**src/rtl/scmp_mem_pkg.sv**
```systemverilog
`default_nettype none
// ============================================================================
// Module   : scmp_mem_pkg
// Brief    : Shared types and constants for the SC/MP memory arbiter.
// Revision : 1.0 - initial release
// ============================================================================
package scmp_mem_pkg;

    localparam int unsigned c_DEFAULT_ADDR_W = 7;
    localparam logic [7:0]  c_IDLE_DATA      = 8'hFF;

    typedef enum logic [2:0] {
        ST_IDLE    = 3'd0,
        ST_CRD     = 3'd1,
        ST_CRD_CAP = 3'd2,
        ST_CWR     = 3'd3,
        ST_DRD     = 3'd4,
        ST_DRD_CAP = 3'd5,
        ST_DWR     = 3'd6
    } arb_state_t;

endpackage
`default_nettype wire

```
**src/rtl/scmp_mem_arbiter_strobe_sync.sv**
```systemverilog
`default_nettype none
// ============================================================================
// Module   : strobe_sync
// Brief    : Two-stage synchroniser for an active-low strobe with fall detect.
// Revision : 1.0 - initial release
// ============================================================================
module strobe_sync (
    input  logic clk,
    input  logic rst,
    input  logic strobe_n,
    output logic fall
);

    logic r_meta;
    logic r_sync;

    always_ff @(posedge clk or posedge rst) begin
        if (rst) begin
            r_meta <= 1'b1;
            r_sync <= 1'b1;
        end else begin
            r_meta <= strobe_n;
            r_sync <= r_meta;
        end
    end

    // Edge taken across the two stages so the request registers on the second clock.
    assign fall = r_sync & ~r_meta;

endmodule
`default_nettype wire

```
**src/rtl/scmp_mem_arbiter.sv**
```systemverilog
`default_nettype none
// ============================================================================
// Module   : scmp_mem_arbiter
// Brief    : Shares one synchronous RAM between the SC/MP CPU bus (priority)
//            and a debug/loader port that uses the idle slots.
// Revision : 1.0 - initial release
// ============================================================================
module scmp_mem_arbiter
    import scmp_mem_pkg::*;
#(
    parameter int ADDR_W = c_DEFAULT_ADDR_W,
    parameter int DATA_W = 8
) (
    input  logic              clk,
    input  logic              rst,
    input  logic [11:0]       cpu_addr,
    input  logic [DATA_W-1:0] cpu_d_o,
    input  logic              cpu_rd_n,
    input  logic              cpu_wr_n,
    output logic [DATA_W-1:0] cpu_d_i,
    input  logic              dbg_req,
    input  logic              dbg_we,
    input  logic [ADDR_W-1:0] dbg_addr,
    input  logic [DATA_W-1:0] dbg_wdata,
    output logic              dbg_ack,
    output logic [DATA_W-1:0] dbg_rdata,
    output logic [ADDR_W-1:0] ram_addr,
    output logic              ram_we,
    output logic [DATA_W-1:0] ram_wdata,
    input  logic [DATA_W-1:0] ram_rdata,
    output logic              bus_err
);

    arb_state_t        r_state;
    arb_state_t        w_state_nxt;

    logic              w_rd_fall;
    logic              w_wr_fall;
    logic              w_rd_set;
    logic              w_overrun;
    logic              r_cpu_rd_pend;
    logic              r_cpu_wr_pend;
    logic [ADDR_W-1:0] r_cpu_addr_q;
    logic [DATA_W-1:0] r_cpu_wdata_q;
    logic [DATA_W-1:0] r_cpu_rdata_q;

    logic              w_ram_load;
    logic              w_ram_we_d;
    logic [ADDR_W-1:0] w_ram_addr_d;
    logic [DATA_W-1:0] w_ram_wdata_d;
    logic              w_rd_clr;
    logic              w_wr_clr;
    logic              w_cpu_cap;
    logic              w_dbg_cap;
    logic              w_dbg_ack_d;
    logic              w_unused;

    strobe_sync u_rd_sync (
        .clk      (clk),
        .rst      (rst),
        .strobe_n (cpu_rd_n),
        .fall     (w_rd_fall)
    );

    strobe_sync u_wr_sync (
        .clk      (clk),
        .rst      (rst),
        .strobe_n (cpu_wr_n),
        .fall     (w_wr_fall)
    );

    // A read edge coinciding with a write edge is dropped: the write wins.
    assign w_rd_set  = w_rd_fall & ~w_wr_fall;
    assign w_overrun = (w_rd_set & r_cpu_rd_pend) | (w_wr_fall & r_cpu_wr_pend);
    assign w_unused  = ^cpu_addr[11:ADDR_W];

    always_ff @(posedge clk or posedge rst) begin
        if (rst) begin
            r_cpu_rd_pend <= 1'b0;
            r_cpu_wr_pend <= 1'b0;
            r_cpu_addr_q  <= '0;
            r_cpu_wdata_q <= '0;
            bus_err       <= 1'b0;
        end else begin
            if (w_wr_fall)
                r_cpu_wr_pend <= 1'b1;
            else if (w_wr_clr)
                r_cpu_wr_pend <= 1'b0;
            if (w_rd_set)
                r_cpu_rd_pend <= 1'b1;
            else if (w_rd_clr)
                r_cpu_rd_pend <= 1'b0;
            if (w_rd_fall | w_wr_fall)
                r_cpu_addr_q <= cpu_addr[ADDR_W-1:0];
            if (w_wr_fall)
                r_cpu_wdata_q <= cpu_d_o;
            if ((w_rd_fall & w_wr_fall) | w_overrun)
                bus_err <= 1'b1;
        end
    end

    always_ff @(posedge clk or posedge rst) begin
        if (rst)
            r_state <= ST_IDLE;
        else
            r_state <= w_state_nxt;
    end

    always_comb begin
        w_state_nxt = r_state;
        case (r_state)
            ST_IDLE: begin
                if (r_cpu_wr_pend)
                    w_state_nxt = ST_CWR;
                else if (r_cpu_rd_pend)
                    w_state_nxt = ST_CRD;
                else if (dbg_req && !dbg_ack)
                    w_state_nxt = dbg_we ? ST_DWR : ST_DRD;
            end
            ST_CRD:     w_state_nxt = ST_CRD_CAP;
            ST_DRD:     w_state_nxt = ST_DRD_CAP;
            ST_CRD_CAP,
            ST_CWR,
            ST_DRD_CAP,
            ST_DWR:     w_state_nxt = ST_IDLE;
            default:    w_state_nxt = ST_IDLE;
        endcase
    end

    // RAM controls are loaded on the IDLE exit so they are valid for the whole access state.
    always_comb begin
        w_ram_load    = 1'b0;
        w_ram_we_d    = 1'b0;
        w_ram_addr_d  = r_cpu_addr_q;
        w_ram_wdata_d = r_cpu_wdata_q;
        w_rd_clr      = (r_state == ST_CRD);
        w_wr_clr      = (r_state == ST_CWR);
        w_cpu_cap     = (r_state == ST_CRD_CAP);
        w_dbg_cap     = (r_state == ST_DRD_CAP);
        w_dbg_ack_d   = (r_state == ST_DWR) || (r_state == ST_DRD_CAP);
        if (r_state == ST_IDLE) begin
            case (w_state_nxt)
                ST_CWR: begin
                    w_ram_load = 1'b1;
                    w_ram_we_d = 1'b1;
                end
                ST_CRD: begin
                    w_ram_load = 1'b1;
                end
                ST_DWR: begin
                    w_ram_load    = 1'b1;
                    w_ram_we_d    = 1'b1;
                    w_ram_addr_d  = dbg_addr;
                    w_ram_wdata_d = dbg_wdata;
                end
                ST_DRD: begin
                    w_ram_load   = 1'b1;
                    w_ram_addr_d = dbg_addr;
                end
                default: begin
                    w_ram_load = 1'b0;
                end
            endcase
        end
    end

    always_ff @(posedge clk or posedge rst) begin
        if (rst) begin
            ram_addr      <= '0;
            ram_we        <= 1'b0;
            ram_wdata     <= '0;
            dbg_ack       <= 1'b0;
            dbg_rdata     <= '0;
            r_cpu_rdata_q <= DATA_W'(c_IDLE_DATA);
        end else begin
            ram_we  <= w_ram_we_d;
            dbg_ack <= w_dbg_ack_d;
            if (w_ram_load)
                ram_addr <= w_ram_addr_d;
            if (w_ram_we_d)
                ram_wdata <= w_ram_wdata_d;
            if (w_cpu_cap)
                r_cpu_rdata_q <= ram_rdata;
            if (w_dbg_cap)
                dbg_rdata <= ram_rdata;
        end
    end

    assign cpu_d_i = cpu_rd_n ? DATA_W'(c_IDLE_DATA) : r_cpu_rdata_q;

endmodule
`default_nettype wire

```
**config.mk**
```make
export PLATFORM = sky130hd
export DESIGN_NAME = scmp_mem_arbiter
export DESIGN_NICKNAME = d
export VERILOG_FILES = /design/src/rtl/scmp_mem_pkg.sv /design/src/rtl/scmp_mem_arbiter_strobe_sync.sv /design/src/rtl/scmp_mem_arbiter.sv
export SDC_FILE = /design/constraint.sdc
export NUM_CORES = 1
export LEC_CHECK = 0
export BUFFER_PORTS_ARGS = -buffer_cell sky130_fd_sc_hd__clkbuf_2
export CAP_MARGIN = 20
export CELL_PAD_IN_SITES_DETAIL_PLACEMENT = 1
export CELL_PAD_IN_SITES_GLOBAL_PLACEMENT = 1
export CORE_ASPECT_RATIO = 1.25
export CORE_MARGIN = 2
export CORE_UTILIZATION = 44
export CTS_BUF_LIST = sky130_fd_sc_hd__clkbuf_8
export DETAILED_ROUTE_END_ITERATION = 7
export HOLD_SLACK_MARGIN = 0.12
export PLACE_DENSITY = 0.84
export REMOVE_ABC_BUFFERS = 1
export SLEW_MARGIN = 25
export SYNTH_ARGS = -nofsm -noshare
export SYNTH_HDL_FRONTEND = slang
export SYNTH_SLANG_ARGS = --single-unit
```
**constraint.sdc**
```tcl
create_clock -name clk -period 3.5 [get_ports clk]
set_input_delay 0.7 -clock clk [delete_from_list [all_inputs] [get_ports clk]]
set_output_delay 0.7 -clock clk [all_outputs]
set_load 0.05 [all_outputs]
```
# Word level (Yosys, flattened, before mapping)
# Cells that the tools add are included.
[totals]
in_bits = 49
wordCells = 65
output_inout_bits = 34
regBits = 58
[op_classes]
bitwise_logic = 12
eq_ne = 10
muxes = 18
n_reduce_logical = 9
[op_table]
columns = ["op", "n"]
rows = [
  ["2-to-1 mux 8 bit", 3],
  ["== test 3 bit, second input constant", 5],
  ["2-to-1 mux 7 bit", 2],
  ["== test 3 x 2 -> 1 bit, second input constant", 3],
  ["2-to-1 mux 3 bit", 3],
  ["case mux 3 bit (3 select lines)", 1],
  ["2-to-1 mux 1 bit", 8],
  ["AND 1 bit", 6],
  ["== test 3 x 1 -> 1 bit, second input constant", 2],
  ["nonzero test 2 bit", 2],
  ["OR reduction 2 bit", 2],
  ["OR reduction 4 bit", 1],
  ["zero test 3 bit", 1],
  ["inverter 1 bit", 3],
  ["bitwise OR 1 bit", 3],
  ["2-to-1 mux 2 bit", 1],
  ["logical AND 1 bit", 1],
  ["zero test 1 bit", 1],
  ["logical OR 1 bit", 1],
]

# Logic depth before layout (Yosys ltp)
# Gate-level depths: netlist of the first run.
[depth]
word_depth = 10
mapped_depth = 6
ltp_nobuf = 4

# Modules after synthesis
# A second synthesis of the first run with hierarchy kept.
[unflattened]
cells_unflattened = 178
area_unflattened_um2 = 2546.2
[by_module_without_submodules]
columns = ["module", "seq_area_each_um2", "cells_per_inst", "instances", "area_each_um2"]
rows = [
  ["scmp_mem_arbiter", 1361.3, 170, 1, 2406.1],
  ["strobe_sync", 52.6, 4, 2, 70.1],
]

# Least setup slack after synthesis of the first run
# Ideal clock, no wire load.
[synth_path]
path_kind = "flip-flop to flip-flop"
start = "register dbg_ack"
end = "register ram_wdata[0]"
setup_time_ns = 0.125
stages_incl_launch_ff = 5
t_arrival_ns = 1.703
period_less_slack_ns = 1.828
path_slack_ns = 1.672
n_path_buf = 0
t_required_ns = 3.375
cell_sequence = "dfrtp_1 -> nand2b_4 -> nor3_4 -> mux2_2 -> mux2_4"
[synth_via]
elab_chain_len = 10
elab_cells_between_ends = 13
classes_between = "eq/ne (2); mux (8); reduce/logical (3)"
[synth_lines]
columns = ["element", "line_no", "text"]
rows = [
  ["from (decl)", "scmp_mem_arbiter.sv:25", "output logic dbg_ack,"],
  ["from (signal assigned)", "scmp_mem_arbiter.sv:177", "dbg_ack <= w_dbg_ack_d;"],
  ["zero test 1 bit (*)", "scmp_mem_arbiter.sv:117", "else if (dbg_req && !dbg_ack)"],
  ["logical AND 1 bit (*)", "scmp_mem_arbiter.sv:117", ""],
  ["2-to-1 mux 3 bit (*)", "scmp_mem_arbiter.sv:117", ""],
  ["2-to-1 mux 3 bit (*)", "scmp_mem_arbiter.sv:115", "else if (r_cpu_rd_pend)"],
  ["2-to-1 mux 3 bit (*)", "scmp_mem_arbiter.sv:113", "if (r_cpu_wr_pend)"],
  ["case mux 3 bit (3 select lines) (*)", "scmp_mem_arbiter.sv:111", "case (r_state)"],
  ["== test 3 bit or == test 3 x 2 -> 1 bit (tied branches)", "scmp_mem_arbiter.sv:142", "case (w_state_nxt)"],
  ["OR reduction 2 bit (no source line)", "n/a", ""],
  ["2-to-1 mux 1 bit", "scmp_mem_arbiter.sv:142", ""],
  ["2-to-1 mux 1 bit", "scmp_mem_arbiter.sv:141", "if (r_state == ST_IDLE) begin"],
  ["to (signal assigned)", "scmp_mem_arbiter.sv:181", "ram_wdata <= w_ram_wdata_d;"],
  ["to (decl)", "scmp_mem_arbiter.sv:29", "output logic [DATA_W-1:0] ram_wdata,"],
]
# Every way passes the cells marked *; elsewhere a longest branch is shown, timed or not.
# A chain may end at the register's enable or synchronous reset.

# Final worst setup path of the first run
[layout_path]
start = "input port cpu_rd_n"
end = "output port cpu_d_i[2]"
[layout_via]
elab_chain_len = 1
[layout_lines]
columns = ["element", "line_no", "text"]
rows = [
  ["from (decl)", "scmp_mem_arbiter.sv:18", "input logic cpu_rd_n,"],
  ["2-to-1 mux 8 bit", "scmp_mem_arbiter.sv:189", "assign cpu_d_i = cpu_rd_n ? DATA_W'(c_IDLE_DATA) : r_cpu_rdata_q;"],
  ["to (decl)", "scmp_mem_arbiter.sv:20", "output logic [DATA_W-1:0] cpu_d_i,"],
]
# Every way passes these cells.

==> results of run 1 <==
[per-stage QoR]
step	cell area, um^2	instances	setup slack, ns	hold slack, ns
after floorplan	2430	167	1.39	0.351
after global placement	2920	311	1.30	0.354
after detailed placement	2920	311	1.23	0.360
after CTS	3090	327	1.38	0.369
after global routing	3090	327	1.35	0.376
final	3090	327	1.38	0.368
[power breakdown]
group / internal [W] / leakage, nW / switching (W) / total, W
clock: 0.000286 / 0.101 / 0.000256 / 0.000542
sequential: 0.000951 / 0.662 / 0.000186 / 0.00114
combinational: 0.000498 / 0.680 / 0.000951 / 0.00145
[worst register-to-register path: stages (launching register included)]
cell      delay (ns)
dfrtp_1         0.51
nor4bb_2        0.41
a311oi_2        0.11
nor2b_2         0.58
mux2_4          0.36
[cells by family (layout without fill, tap and decap cells)]
| kind of cell | Yosys count | count (layout) | synth area share (%) |
|---|---|---|---|
| AOI/OAI and AO/OA | 22 | 22 | 5.72 |
| muxes | 47 | 47 | 22.4 |
| buffers and inverters | 12 | 99 | 3.06 |
| and+or+nand+nor | 37 | 37 | 9.98 |
| DFF | 58 | 58 | 58.8 |
[area by class of cell]
type	instances	area, um^2
fill	581	2350
sequential	58	1470
inverter	3	11.3
timing repair buffer	80	408
multi-input combinational	106	951
clock inverter	5	22.5
clock buffer	11	151
tap	64	80.1
[flip-flops by register name, summed over array words and instances (netlist names)]
| register | count |
|---|---|
| ram_wdata | 8 |
| u_wr_sync.r_meta | 1 |
| r_cpu_addr_q | 7 |
| u_rd_sync.r_sync | 1 |
| ram_addr | 7 |
| r_cpu_rd_pend | 1 |
| bus_err | 1 |
| ram_we | 1 |
| r_state | 3 |
| r_cpu_wr_pend | 1 |
| dbg_ack | 1 |
| u_rd_sync.r_meta | 1 |
| r_cpu_rdata_q | 8 |
| dbg_rdata | 8 |
| r_cpu_wdata_q | 8 |
| u_wr_sync.r_sync | 1 |
[per-layer routing]
layer | global-route usage, % | routed length (um)
met1 | 23.4 | 2380
met2 | 32.3 | 2830
met3 | 7.59 | 306
met4 | 5.66 | 57
met5 | 0 | 0
[how the worst max path moves through the flow]
stage / from / end / slack [ns] / depth (start not counted)
floorplan: rst / bus_err / 1.39 / 1
global placement: dbg_we / ram_wdata[1] / 1.30 / 5
detailed placement: dbg_we / ram_wdata[6] / 1.23 / 5
CTS: cpu_rd_n / cpu_d_i[2] / 1.38 / 3
global route: cpu_rd_n / cpu_d_i[5] / 1.35 / 3
finish: cpu_rd_n / cpu_d_i[2] / 1.38 / 3
[cells in the mapped netlist (2+ instances only)]
cell | n | area share [%]
a21oi_1 | 8 | 1.6
buf_2 | 3 | 0.60
buf_6 | 3 | 1.4
dfrtp_1 | 46 | 46
dfstp_2 | 12 | 13
inv_1 | 3 | 0.45
mux2_2 | 39 | 18
mux2_4 | 8 | 4.8
nand2_1 | 2 | 0.30
nand2b_1 | 4 | 1.0
nand3b_1 | 2 | 0.60
nor2_1 | 9 | 1.4
nor3_1 | 3 | 0.60
nor3_4 | 2 | 1.3
o21ai_0 | 2 | 0.40
o22ai_1 | 7 | 1.8
or2_2 | 9 | 2.3
==> results.ini, run 1 <==
[sta]
slew_violations = 0
setup_viol = 0
fin_skew_ns = 0.00767
max_freq_mhz = 472
rsz0062_at_grt = no
setup_tns_ns = 0
timing.final.crit_share_pct = 60.5
tightest_slew_ns = 0.684
relSlewSlack_pct = 54.2
hold_violations = 0
min_period_ns = 2.12

[worst_setup_path]
rr_endpoint = ram_wdata[2]
worstPathMaxFanout = 9
rr_startpoint = r_cpu_rd_pend
cpMaxStageDelayCell = or2_2
critPathArrivalTime_ns = 1.42
end_kind = primary output
reg2reg_setup_slack_ns = 1.42
cpMostUsedCell = clkbuf_2
critical_path_buf_inv_count = 2
critPathTopFamily = buffers and inverters
cp.required_ns = 2.80
crit_path_start_kind = primary input
critPathMaxStageDelay_ns = 0.32
rr_worst_depth = 4
path_class = primary input to primary output
crit_chain = clkbuf_2 > or2_2 > clkbuf_2

[power_and_ir_drop]
peakVddDrop_v = 0.000486
total_power_w = 0.00313
power_density_nw_per_um2 = 1010
power.leakage_nw = 1.44

[synth]
synth_area_um2 = 2490
syn_inst = 176
synth-seq-cells = 58
yosysSeqAreaShare_pct = 58.8
syn_avg_cell_area_um2 = 14.2
synth-edff-count = 0
synth-async-reset-ratio_pct = 100
synth-main-ff-cell = dfrtp_1
yosys_warnings = 0
synthDistinctLibCells = 31

[clock_network]
cts_hold_buf = 0
cts_resized = 0
clock_path_buffers = 2
clock-root-buffer = clkbuf_8
h-tree-depth = 3
clock_sink_count = 58
clock_latency_ns = 0.34
cts_setup_buffers = 0
path_clk_slew_ns = 0.06
cts_tree = built
numCtsBuffers = 9

[job]
cap_violations = 0

[die]
fp.dieArea_um2 = 6290
ios = 83
initial_core_util_pct = 45.8
num_rows = 30
die_width_um = 71.3
core_area_um2 = 5440
die_h_um = 88.2

[routing]
vias = 1685
drt_first_pass_iters = 4
wire_per_inst_um = 17.0
drtIter0Drc = 36
wl_um = 5570
viasPerCell = 5.15
postRouteAntennaNets = 0
drc = 0

[hold_path]
holdPathEnd = u_rd_sync.r_sync
hp-start = u_rd_sync.r_meta
hold_path.class = register to register
hold_depth = 0

[global_routing]
antenna_found_initial = 0
grt_usage_pct = 19.4
grt_overflow = 0
grt_first_pass_wirelength_um = 9170
grt_pass1_vias = 1851
grt_max_degree = 27

[finish]
final_common_cell = clkbuf_2
drive_above_1_share_pct = 65.4
area_growth_pct = 23.9
diodes = 0
nNetsFinal = 307
final_cell_mix = clkbuf_2, dfrtp_1, mux2_2
postLayoutCoreUtil_pct = 56.8

[placement]
io_buffers = 77
place_congestion = 0.776
hpwl_um = 4100

[status]
status = finished clean

Power figures use the tool's default switching activity.
==> inputs of run 2 (changes only) <==
--- a/config.mk
+++ b/config.mk
@@ -11,11 +11,11 @@
 export CELL_PAD_IN_SITES_GLOBAL_PLACEMENT = 1
 export CORE_ASPECT_RATIO = 1.25
 export CORE_MARGIN = 2
-export CORE_UTILIZATION = 44
+export CORE_UTILIZATION = 41
 export CTS_BUF_LIST = sky130_fd_sc_hd__clkbuf_8
 export DETAILED_ROUTE_END_ITERATION = 7
 export HOLD_SLACK_MARGIN = 0.12
-export PLACE_DENSITY = 0.84
+export PLACE_DENSITY = 0.78
 export REMOVE_ABC_BUFFERS = 1
 export SLEW_MARGIN = 25
 export SYNTH_ARGS = -nofsm -noshare
==> constraint.sdc (replaced) <==
create_clock -name clk -period 2.04 [get_ports clk]
set_input_delay 0.408 -clock clk [delete_from_list [all_inputs] [get_ports clk]]
set_output_delay 0.408 -clock clk [all_outputs]
set_load 0.05 [all_outputs]
==> results.ini, run 2 (synthesized netlist as in run 1, its figures left out) <==
[routing]
drt_first_pass_iters = 3
drtIter0Drc = 38
vias = 1703
postRouteAntennaNets = 0
wl_um = 5640
wire_per_inst_um = 16.8
viasPerCell = 5.07
drc = 0

[power_and_ir_drop]
swShare_pct = 42.8
pwr-share-seq_pct = 33.9
power_density_nw_per_um2 = 1760
netSwitchingPower_w = 0.00240
power.leakage_nw = 1.50
comb_power_share_pct = 46.6
p_int_w = 0.00321
peakVddDrop_v = 0.000844
power.share.clock_pct = 19.5

[worst_setup_path]
end_kind = register
path_class = register to register
rr_worst_depth = 4
cp.required_ns = 2.26
crit_path_start_kind = register
reg2reg_setup_slack_ns = 0.21
critPathArrivalTime_ns = 2.05
worstPathMaxFanout = 9

[global_routing]
grt_pass1_vias = 1893
antenna_found_initial = 0
grt_max_degree = 37
grt_overflow = 0
grt_first_pass_wirelength_um = 9290
grt_usage_pct = 18.5

[sta]
max_freq_mhz = 548
relSlewSlack_pct = 57.5
setup_tns_ns = 0
min_period_ns = 1.83
fin_skew_ns = 0.0104
hold_violations = 0
rsz0062_at_grt = no
setup_viol = 0
timing.final.crit_share_pct = 89.5
holdWs_ns = 0.164
tightest_slew_ns = 0.634
slew_violations = 0

[placement]
io_buffers = 77
place_congestion = 0.765
hpwl_um = 4230

[finish]
nFillCells = 624
final_common_cell = clkbuf_2
area_growth_pct = 28.1
drive_above_1_share_pct = 65.9
final_cell_mix = clkbuf_2, dfrtp_1, mux2_2
nNetsFinal = 314
diodes = 0

[die]
die_width_um = 73.8
die_h_um = 91.2
ios = 83
initial_core_util_pct = 42.9
core_area_um2 = 5820
num_rows = 31
fp.dieArea_um2 = 6730

[clock_network]
cts_resized = 0
numCtsBuffers = 9
clock_sink_count = 58
cts_setup_buffers = 0
clock_latency_ns = 0.34
cts_hold_buf = 1
cts_tree = built
clock_path_buffers = 2
path_clk_slew_ns = 0.06
h-tree-depth = 3
clock-root-buffer = clkbuf_8

[status]
status = finished clean

[hold_path]
hold_path.class = primary input to register
hold_depth = 1

[job]
cap_violations = 0

-- run 2: changes by cell type in the layout (fill, tap and decap cells not counted), sizes merged --
cell / previous run / this run
bufinv: 0 / 1
clkinv: 3 / 1
clkbuf: 88 / 89
dlygate4sd3: 0 / 1
buf: 3 / 9
-- run 2: stage by stage --
step | instances | worst slack (ns) | instance area (um^2) | util, % | power, W
floorplan | 167 | 0.145 | 2430 | - | 0.00386
global placement | 319 | 0.140 | 2980 | 51.2 | 0.00447
detailed placement | 319 | 0.0749 | 2980 | 51.2 | 0.00456
CTS | 336 | 0.181 | 3190 | 54.9 | 0.00569
global route | 336 | 0.0765 | 3190 | 54.9 | 0.00592
finish | 336 | 0.215 | 3190 | 54.9 | 0.00562
-- run 2: path summary, 6_finish.rpt --
kind,from,endpoint
setup / recovery,r_cpu_rd_pend,ram_wdata[5]
min in group asynchronous,rst,dbg_rdata[4]
hold / removal,cpu_wr_n,u_wr_sync.r_meta
hold reg to reg,u_rd_sync.r_meta,u_rd_sync.r_sync
max in group asynchronous,rst,r_cpu_addr_q[1]
setup reg to reg,r_cpu_rd_pend,ram_wdata[5]
-- run 2: layer usage --
metal / vias to the layer above / wire (um) / track usage (%)
met5: - / 0 / 0
met4: 0 / 118 / 6.67
li1: 794 / - / -
met2: 60 / 3010 / 30.4
met3: 8 / 322 / 6.10
met1: 841 / 2190 / 22.3
-- run 2: final cells by class --
| cell class | instances | area [um^2] | area share, % |
|---|---|---|---|
| Clock buffer | 12 | 165 | 5.17 |
| Clock inverter | 4 | 42.5 | 1.33 |
| Inverter | 3 | 11.3 | 0.353 |
| Multi-Input combinational cell | 106 | 951 | 29.8 |
| Sequential cell | 58 | 1470 | 45.9 |
| Tap cell | 66 | 82.6 | 2.59 |
| Timing Repair Buffer | 87 | 475 | 14.9 |
-- run 2: power groups by stage --
stage          Combinational [W]  Clock (W)  Sequential (W)
2_1_floorplan            0.00112          0         0.00275
3_3_place_gp             0.00257          0         0.00190
3_5_place_dp             0.00264          0         0.00192
4_1_cts                  0.00265    0.00113         0.00191
5_1_grt                  0.00279    0.00118         0.00196
6_report                 0.00262    0.00110         0.00190
-- run 2: critical path, cell delays in order (launching register included) --
cell,delay [ns]
dfrtp_1,0.39
nor4bb_2,0.31
a311oi_2,0.11
nor2b_2,0.55
mux2_4,0.35
==> inputs of run 3 (changes only) <==
--- a/config.mk
+++ b/config.mk
@@ -20,4 +20,5 @@
 export SLEW_MARGIN = 25
 export SYNTH_ARGS = -nofsm -noshare
 export SYNTH_HDL_FRONTEND = slang
+export SYNTH_HIERARCHICAL = 1
 export SYNTH_SLANG_ARGS = --single-unit
==> results.ini, run 3 <==
[status]
status = finished clean

[synth]
yosys_warnings = 6
syn_inst = 178
synthDistinctLibCells = 34
synth_top_area_share_pct = 45.2
synth_top_area_cell = dfrtp_1
synth-async-reset-ratio_pct = 100
syn_avg_cell_area_um2 = 14.3
synth_most_common_cell = dfrtp_1
yosysSeqAreaShare_pct = 57.6
synth-edff-count = 0
synthTopCellsByCount = dfrtp_1, mux2_2, dfstp_2
synth-seq-cells = 58
synth_area_um2 = 2550
synth-main-ff-cell = dfrtp_1
synth_area_leaders = dfrtp_1, mux2_2, dfstp_2, mux2_4, mux2_1

[worst_setup_path]
crit_path_start_kind = register
end_kind = register
path_class = register to register
worstPathMaxFanout = 9
rr_worst_depth = 5
critPathArrivalTime_ns = 1.99
cp.required_ns = 2.25

[routing]
wire_per_inst_um = 14.6
drc = 0
drt_first_pass_iters = 4
vias = 1679
viasPerCell = 4.74
wl_um = 5180
postRouteAntennaNets = 0
drtIter0Drc = 43

[placement]
io_buffers = 77
place_congestion = 0.675
hpwl_um = 3930

[hold_path]
hold_depth = 1
hold_path.class = primary input to register

[clock_network]
clock-root-buffer = clkbuf_8
path_clk_slew_ns = 0.06
clock_latency_ns = 0.33
h-tree-depth = 3
cts_resized = 0
cts_hold_buf = 1
clock_path_buffers = 2
cts_setup_buffers = 0
clock_sink_count = 58
numCtsBuffers = 9
cts_tree = built

[die]
core_area_um2 = 6090
ios = 83
die_h_um = 92.1
initial_core_util_pct = 41.8
num_rows = 32
fp.dieArea_um2 = 6860
die_width_um = 74.5

[sta]
rsz0062_at_grt = no
tightest_slew_ns = 0.703
timing.final.crit_share_pct = 87.4
setup_tns_ns = 0
setup_viol = 0
holdWs_ns = 0.159
hold_violations = 0
relSlewSlack_pct = 53.0
fin_skew_ns = 0.00732
max_freq_mhz = 561
min_period_ns = 1.78
slew_violations = 0

[power_and_ir_drop]
power.leakage_nw = 1.52
peakVddDrop_v = 0.000990
power_density_nw_per_um2 = 1680

[job]
cap_violations = 0

[finish]
drive_above_1_share_pct = 62.1
seqCellArea_um2 = 1470
diodes = 0
final_common_cell = clkbuf_2
final_cell_mix = clkbuf_2, dfrtp_1, mux2_2
nFillCells = 679
multi_input_area_um2 = 988
area_growth_pct = 25.9
nNetsFinal = 313

[global_routing]
grt_max_degree = 39
grt_usage_pct = 16.7
grt_overflow = 0
grt_pass1_vias = 1866
grt_first_pass_wirelength_um = 8540
antenna_found_initial = 0

-- run 3: cell count changes in the layout (fill, tap and decap cells not counted), moves of 4 or more --
| cell | change |
|---|---|
| mux2_2 | -10 |
| mux2_1 | +8 |
| buf_4 | -5 |
| inv_1 | +4 |
| nand2b_1 | -4 |
-- run 3: final cells by class --
type | instances | share of cell area, %
clock buffer | 10 | 4.29
clock inverter | 6 | 0.820
inverter | 6 | 0.703
multi-input combinational | 106 | 30.8
sequential | 58 | 45.7
tap | 85 | 3.32
timing repair buffer | 83 | 14.3
-- run 3: per-layer routing --
layer	GRT usage (%)	routed length, um
met5	0	0
met4	7.59	93
met3	4.18	261
met2	28.8	2760
met1	18.9	2060
-- run 3: power by group --
| part | internal [W] | switching [W] |
|---|---|---|
| sequential | 0.00163 | 0.000330 |
| clock | 0.000453 | 0.000412 |
| combinational | 0.000923 | 0.00162 |
-- run 3: cells by family after synthesis --
group / share of synthesized area, %
compound gates: 5.41
xor+xnor: 0.344
buf+inv: 3.59
flops: 57.6
mux: 22.3
simple gates: 10.8
-- run 3: final timing paths --
| kind | end | from | slack (ns) |
|---|---|---|---|
| min in group asynchronous | dbg_rdata[7] | rst | 0.62 |
| min | u_wr_sync/r_meta | cpu_wr_n | 0.16 |
| max | ram_wdata[7] | r_cpu_rd_pend | 0.26 |
| min reg2reg | u_wr_sync/r_sync | u_wr_sync/r_meta | 0.39 |
| max reg2reg | ram_wdata[7] | r_cpu_rd_pend | 0.26 |
| max in group asynchronous | ram_addr[0] | rst | 0.90 |
-- run 3: metrics by stage --
step / cell area (um^2) / utilization, % / setup slack, ns / total power [W] / std cells
final: 3210 / 52.7 / 0.257 / 0.00538 / 354
after global routing: 3210 / 52.7 / 0.149 / 0.00569 / 354
after CTS: 3210 / 52.7 / 0.237 / 0.00546 / 354
after detailed placement: 3030 / 49.8 / 0.250 / 0.00457 / 337
after global placement: 3030 / 49.8 / 0.307 / 0.00448 / 337
after floorplan: 2480 / - / 0.157 / 0.00389 / 170
-- run 3: critical path: stages, from the launching register on --
cell and delay, ns:
dfrtp_1 0.52, nor4bb_2 0.39, a311oi_2 0.10, nor2b_2 0.20
buf_12 0.16, mux2_4 0.30
